$ cat config.mk
export PLATFORM = sky130hd
export DESIGN_NAME = uart_transmitter
export DESIGN_NICKNAME = d
export VERILOG_FILES = /design/src/rtl/uart_transmitter.sv
export SDC_FILE = /design/constraint.sdc
export NUM_CORES = 1
export LEC_CHECK = 0
export CAP_MARGIN = 20
export CORE_MARGIN = 1.5
export CORE_UTILIZATION = 51
export DETAILED_ROUTE_END_ITERATION = 7
export PLACE_DENSITY = 0.76
export SYNTH_ARGS = -nofsm -noshare
export SYNTH_HDL_FRONTEND = slang
export SYNTH_SLANG_ARGS = --single-unit
$ cat constraint.sdc
create_clock -name clk -period 2 [get_ports clk]
set_input_delay 0.3 -clock clk [delete_from_list [all_inputs] [get_ports clk]]
set_output_delay 0.3 -clock clk [all_outputs]
set_load 0.05 [all_outputs]
$ cat src/rtl/uart_transmitter.sv
// Byte-wide UART transmitter: 8 data bits, no parity, 1 stop bit, LSB first.
// Bit timing is a fixed CLKS_PER_BIT clock divider. tx and busy are flop outputs.
module uart_transmitter #(
  parameter int CLKS_PER_BIT = 2
) (
  input  logic       clk,
  input  logic       rst,
  input  logic       start,
  input  logic [7:0] data_in,
  output logic       tx,
  output logic       busy
);

  localparam int                BAUD_W    = (CLKS_PER_BIT > 1) ? $clog2(CLKS_PER_BIT) : 1;
  localparam logic [BAUD_W-1:0] BAUD_LAST = BAUD_W'(CLKS_PER_BIT - 1);

  typedef enum logic [1:0] {IDLE, START, DATA, STOP} state_t;

  state_t            state, state_n;
  logic [BAUD_W-1:0] baud_cnt, baud_cnt_n;
  logic [2:0]        bit_cnt, bit_cnt_n;
  logic [7:0]        shift_reg;
  logic              tx_n, busy_n;
  logic              load, shift_en;
  logic              baud_done;

  assign baud_done = (baud_cnt == BAUD_LAST);

  // Control state, counters and registered line outputs; reset aborts any frame.
  always_ff @(posedge clk) begin
    if (rst) begin
      state    <= IDLE;
      baud_cnt <= '0;
      bit_cnt  <= '0;
      tx       <= 1'b1;
      busy     <= 1'b0;
    end else begin
      state    <= state_n;
      baud_cnt <= baud_cnt_n;
      bit_cnt  <= bit_cnt_n;
      tx       <= tx_n;
      busy     <= busy_n;
    end
  end

  // Payload shift register: loaded on acceptance, shifted right after each data bit.
  always_ff @(posedge clk) begin
    if (load) begin
      shift_reg <= data_in;
    end else if (shift_en) begin
      shift_reg <= {1'b0, shift_reg[7:1]};
    end
  end

  // Next-state and next-output logic; each bit is held until the baud counter wraps.
  always_comb begin
    state_n    = state;
    baud_cnt_n = baud_cnt;
    bit_cnt_n  = bit_cnt;
    tx_n       = tx;
    busy_n     = busy;
    load       = 1'b0;
    shift_en   = 1'b0;
    case (state)
      IDLE: begin
        tx_n   = 1'b1;
        busy_n = 1'b0;
        if (start) begin
          load       = 1'b1;
          baud_cnt_n = '0;
          bit_cnt_n  = '0;
          tx_n       = 1'b0;
          busy_n     = 1'b1;
          state_n    = START;
        end
      end
      START: begin
        if (baud_done) begin
          baud_cnt_n = '0;
          tx_n       = shift_reg[0];
          state_n    = DATA;
        end else begin
          baud_cnt_n = baud_cnt + BAUD_W'(1);
        end
      end
      DATA: begin
        if (baud_done) begin
          baud_cnt_n = '0;
          if (bit_cnt == 3'd7) begin
            tx_n    = 1'b1;
            state_n = STOP;
          end else begin
            bit_cnt_n = bit_cnt + 3'd1;
            tx_n      = shift_reg[1];
            shift_en  = 1'b1;
          end
        end else begin
          baud_cnt_n = baud_cnt + BAUD_W'(1);
        end
      end
      STOP: begin
        if (baud_done) begin
          baud_cnt_n = '0;
          tx_n       = 1'b1;
          busy_n     = 1'b0;
          state_n    = IDLE;
        end else begin
          baud_cnt_n = baud_cnt + BAUD_W'(1);
        end
      end
      default: begin
        state_n = IDLE;
      end
    endcase
  end

endmodule

# Yosys cells after proc, flatten, opt, wreduce, memory -nomap -nowiden
# Index checks and enable logic that the tools add are counted.
[classes]
n_addsub = 2
multipliers = 0
div = 0
magnitude_cmp = 0
eq_ne = 10
n_shift = 0
mux = 28
bitwise = 0
reduce_logical = 9
[op_table]
columns = ["operator", "count"]
rows = [
  ["2-to-1 mux 8 bit", 2],
  ["2-to-1 mux 1 bit", 13],
  ["inequality test 2 bit, second input constant", 6],
  ["2-to-1 mux 2 bit", 5],
  ["2-to-1 mux 3 bit", 3],
  ["one-hot mux 2 bit (4 select lines)", 1],
  ["one-hot mux 3 bit (2 select lines)", 1],
  ["nonzero test 2 bit", 3],
  ["AND reduction 5 bit", 1],
  ["equality test 2 bit, second input constant", 2],
  ["one-hot mux 1 bit (2 select lines)", 2],
  ["one-hot mux 1 bit (4 select lines)", 1],
  ["AND reduction 4 bit", 1],
  ["adder 3 x 1 -> 3 bit, second input constant", 1],
  ["equality test 3 bit, second input constant", 1],
  ["AND reduction 3 bit", 1],
  ["OR reduction 3 bit", 1],
  ["equality test 2 x 1 -> 1 bit, second input constant", 1],
  ["logical NOT 2 bit", 1],
  ["AND reduction 2 bit", 1],
  ["adder 1 bit, second input constant", 1],
]
[word_totals]
register_bits = 16
latch_bits = 0
ramBits = 0
rom_bits = 0
in_bits = 11
output_inout_bits = 2
word_cells = 55
memories = 0

# Depth between registers and ports, before layout
[depth]
depth_word = 6
mapped_depth = 7
mapped_depth_nobuf = 6

# Worst setup path before layout
# Ideal clock, no wire load.
[synth_path]
path_kind = "register -> register"
start = "register state[0]"
end = "register shift_reg[0] (data pin)"
setup_time_ns = 0.260
arrival_ns = 1.315
setup_slack_ns = 0.425
path_stages_with_launch = 6
period_less_slack_ns = 1.575
cell_sequence = "dfxtp_1 > inv_1 > ha_1 > buf_2 > nand2_1 > mux2_2"
[synth_via]
elab_chain_len = 3
[synth_rtl]
columns = ["item", "line_no", "rtl"]
rows = [
  ["start: declaration", "19", "state_t state, state_n;"],
  ["start signal: assignment", "38", "state <= state_n;"],
  ["logical NOT 2 bit", "64", "case (state)"],
  ["2-to-1 mux 1 bit", "64", ""],
  ["2-to-1 mux 8 bit", "48", "if (load) begin"],
  ["end signal: assignment", "49", "shift_reg <= data_in;"],
  ["end signal: assignment", "51", "shift_reg <= {1'b0, shift_reg[7:1]};"],
  ["end: declaration", "22", "logic [7:0] shift_reg;"],
]
# Every way passes these cells.
# A chain may end at the register's enable or synchronous reset.

# Worst setup path in the final report
[layout_path]
start = "register state[0]"
end = "register shift_reg[0], enable pin"
[layout_via]
elab_chain_len = 3
elab_cells_between_ends = 5
cone_classes = "eq/ne: 1; mux: 2; reduce/logical: 2"
[layout_rtl]
columns = ["item", "line_no"]
rows = [
  ["equality test 2 bit or logical NOT 2 bit (tied branches)", "64"],
  ["2-to-1 mux 1 bit", "64"],
  ["nonzero test 2 bit (no source line) (*)", "-"],
]
# Every way passes the cells marked *; elsewhere a longest branch is shown, timed or not.

==> metrics.cfg <==
[global_route]
antenna_found_initial=0
grt_pass1_wl_mm=2.194
grt_overflow_total=0
grt_pass1_vias=522
gr-usage-all-layers=0.1650
grt_max_degree=11

[worst_setup_path]
cp.required_ns=1.96
regToRegEndpoint=shift_reg[0]
r2r_slack_ns=0.26
arrival_ns=1.70
critPathKind=reg -> reg
endpoint=shift_reg[0]
r2r-start=state[0]
endpoint_kind=flip-flop
cp-start-kind=flip-flop
worstRegToRegCells=4
crit_fanout=10
startpoint=state[0]

[yosys]
syn_area_sq_um=822.0
synth_fa_ha_area_frac=0.1065
avgSynthCellArea_sq_um=11.26
synth_top_family_by_area=multiplexers
synth_seq_cells=16
yosysSeqAreaShare=0.4871
synthDistinctLibCells=23
synth-compound-area-share=0.08524
synth_cells=73
synth_xor_area_frac=0
synth_warnings=0
syn_nets=91
yosys.area_share.simple=0.1355
muxShareOfSynthArea=0.1568

[clocking]
root_buffer=clkbuf_4
cts_tree=built
ctsResizeCount=0
clock_sinks=16
postCtsSetupRepairBufs=0
cts_hold_buf=0
numCtsBuffers=3
clock_latency_ns=0.29
path_clk_slew_ns=0.09
cts_buffer_depth=2
cts_max_level=1

[final_layout]
postLayoutCoreUtil=0.6503
largest_register_ffs=8
finalNetCount=106
layout-drive-gt1-share=0.1609
syn2layout_area_growth_pct=19.18
antenna_cells=0

[timing]
slew_viol_final=0
setup_viol=0
worstMarginPinSlew_ns=0.4866
finalSetupTns_ns=0
skew_ns=0.01043
period_minus_slack_ns=1.736
hold_violations=0
fmax_mhz=576.1
rsz0062_at_grt=false
maxSlewHeadroom=0.6746
post-route-period-util=0.8679

[floorplan]
rows=14
die_w_microns=43.15
num_io_pins=13
die_h_microns=43.15
die_area_sq_mm=0.001861
start_util=0.5457
core_area_sq_mm=0.001506

[place]
portBuffers=12
gp_congestion=0.7339
place_hpwl_microns=987.8

[status]
outcome=finished, final reports clean

[drt]
wire_per_inst_microns=12.74
finalWirelength_mm=1.312
drt_iter0_markers=18
dr.pass1.iters=4
via_per_inst=5.427
vias=559
drc_errors=0
ant_nets=0

[worst_hold_path]
hold_path.class=reg -> reg

[pwr]
ir_drop_uv=855.3
p_leak_nw=0.4063
cellPowerDensity_mw_per_mm2=1405

[job]
cap_violations=0

## area by class of cell
type                    count  area (sq um)
well taps                  16         20.02
clock buffers               3         22.52
repair buffers             12         120.1
inverters                   4         15.01
multi-input cells          51         397.9
fillers                   120         526.8
clock inverters             1         3.754
flip-flops and latches     16         400.4
## worst min-delay path by stage
stage / from / slack, ns / endpoint / cells after the start
floorplan: bit_cnt[1] / 0.46 / bit_cnt[1] / 2
global placement: tx / 0.46 / tx / 2
detailed placement: tx / 0.47 / tx / 2
CTS: tx / 0.49 / tx / 2
global route: tx / 0.53 / tx / 2
finish: tx / 0.49 / tx / 2
## critical path, stage by stage, from the launching register on
cell	delay, ns
dfxtp_1	0.34
inv_1	0.09
ha_1	0.33
nand2_1	0.30
nand2_1	0.35
## layer usage
layer / wire length [microns] / track usage / vias up
li1: - / - / 283
met1: 578 / 0.1929 / 256
met2: 618 / 0.2716 / 16
met3: 71 / 0.02979 / 4
met4: 43 / 0.1091 / 0
met5: 0 / 0 / -
## cell usage after synthesis
| master | number | area, sq um |
|---|---|---|
| a211oi_1 | 1 | 7.510 |
| a211oi_4 | 1 | 20.02 |
| a21oi_1 | 3 | 15.01 |
| a221oi_1 | 1 | 8.760 |
| and2_2 | 2 | 15.01 |
| and3_1 | 1 | 6.260 |
| buf_1 | 1 | 3.750 |
| buf_2 | 1 | 5.000 |
| dfxtp_1 | 8 | 160.2 |
| edfxtp_1 | 8 | 240.2 |
| ha_1 | 7 | 87.58 |
| inv_1 | 4 | 15.01 |
| mux2_2 | 7 | 78.83 |
| mux2i_1 | 5 | 50.05 |
| nand2_1 | 4 | 15.01 |
| nand2b_1 | 2 | 12.51 |
| nand3b_1 | 1 | 7.510 |
| nor2_1 | 10 | 37.54 |
| nor2_2 | 1 | 6.260 |
| nor2b_1 | 1 | 6.260 |
| nor3_1 | 1 | 5.000 |
| o21ai_0 | 2 | 10.01 |
| o221ai_1 | 1 | 8.760 |
## through the flow
| step | total power [mW] | setup WS (ns) | std cells | instance area, sq um | hold WS [ns] |
|---|---|---|---|---|---|
| finish | 1.377 | 0.2642 | 103 | 979.7 | 0.4938 |
| detailed placement | 1.207 | 0.2182 | 99 | 953.4 | 0.4720 |
| CTS | 1.384 | 0.2520 | 103 | 979.7 | 0.4939 |
| global placement | 1.199 | 0.2693 | 99 | 953.4 | 0.4605 |
| global route | 1.466 | 0.09734 | 103 | 979.7 | 0.5341 |
| floorplan | 1.064 | 0.4250 | 73 | 822.0 | 0.4646 |
## cells by family (layout without fill, tap and decap cells)
family	Yosys count	in the layout
compound gates	9	9
mux	12	12
fa+ha+maj	7	7
simple gates	23	23
buf+inv	6	20
flops	16	16
## layout by cell type (no fill, tap or decap)
cell	netlist	layout
clkdlybuf4s50_1	0	12
nor2_1	10	10
dfxtp_1	8	8
edfxtp_1	8	8
mux2_2	7	7
ha_1	7	7
mux2i_1	5	5
nand2_1	4	4
inv_1	4	4
a21oi_1	3	3
clkbuf_4	0	3
o21ai_0	2	2
nand2b_1	2	2
and2_2	2	2
nand3b_1	1	1
nor3_1	1	1
a211oi_1	1	1
o221ai_1	1	1
nor2_2	1	1
a221oi_1	1	1
nor2b_1	1	1
a211oi_4	1	1
and3_1	1	1
clkinv_1	0	1
## report_power, final
group / total (mW) / leakage, nW / switching (mW) / internal (mW)
combinational: 0.649 / 0.248 / 0.366 / 0.283
clock: 0.176 / 0.0154 / 0.103 / 0.0726
sequential: 0.552 / 0.142 / 0.0601 / 0.492
No activity file was read; power rests on OpenSTA's default activity.
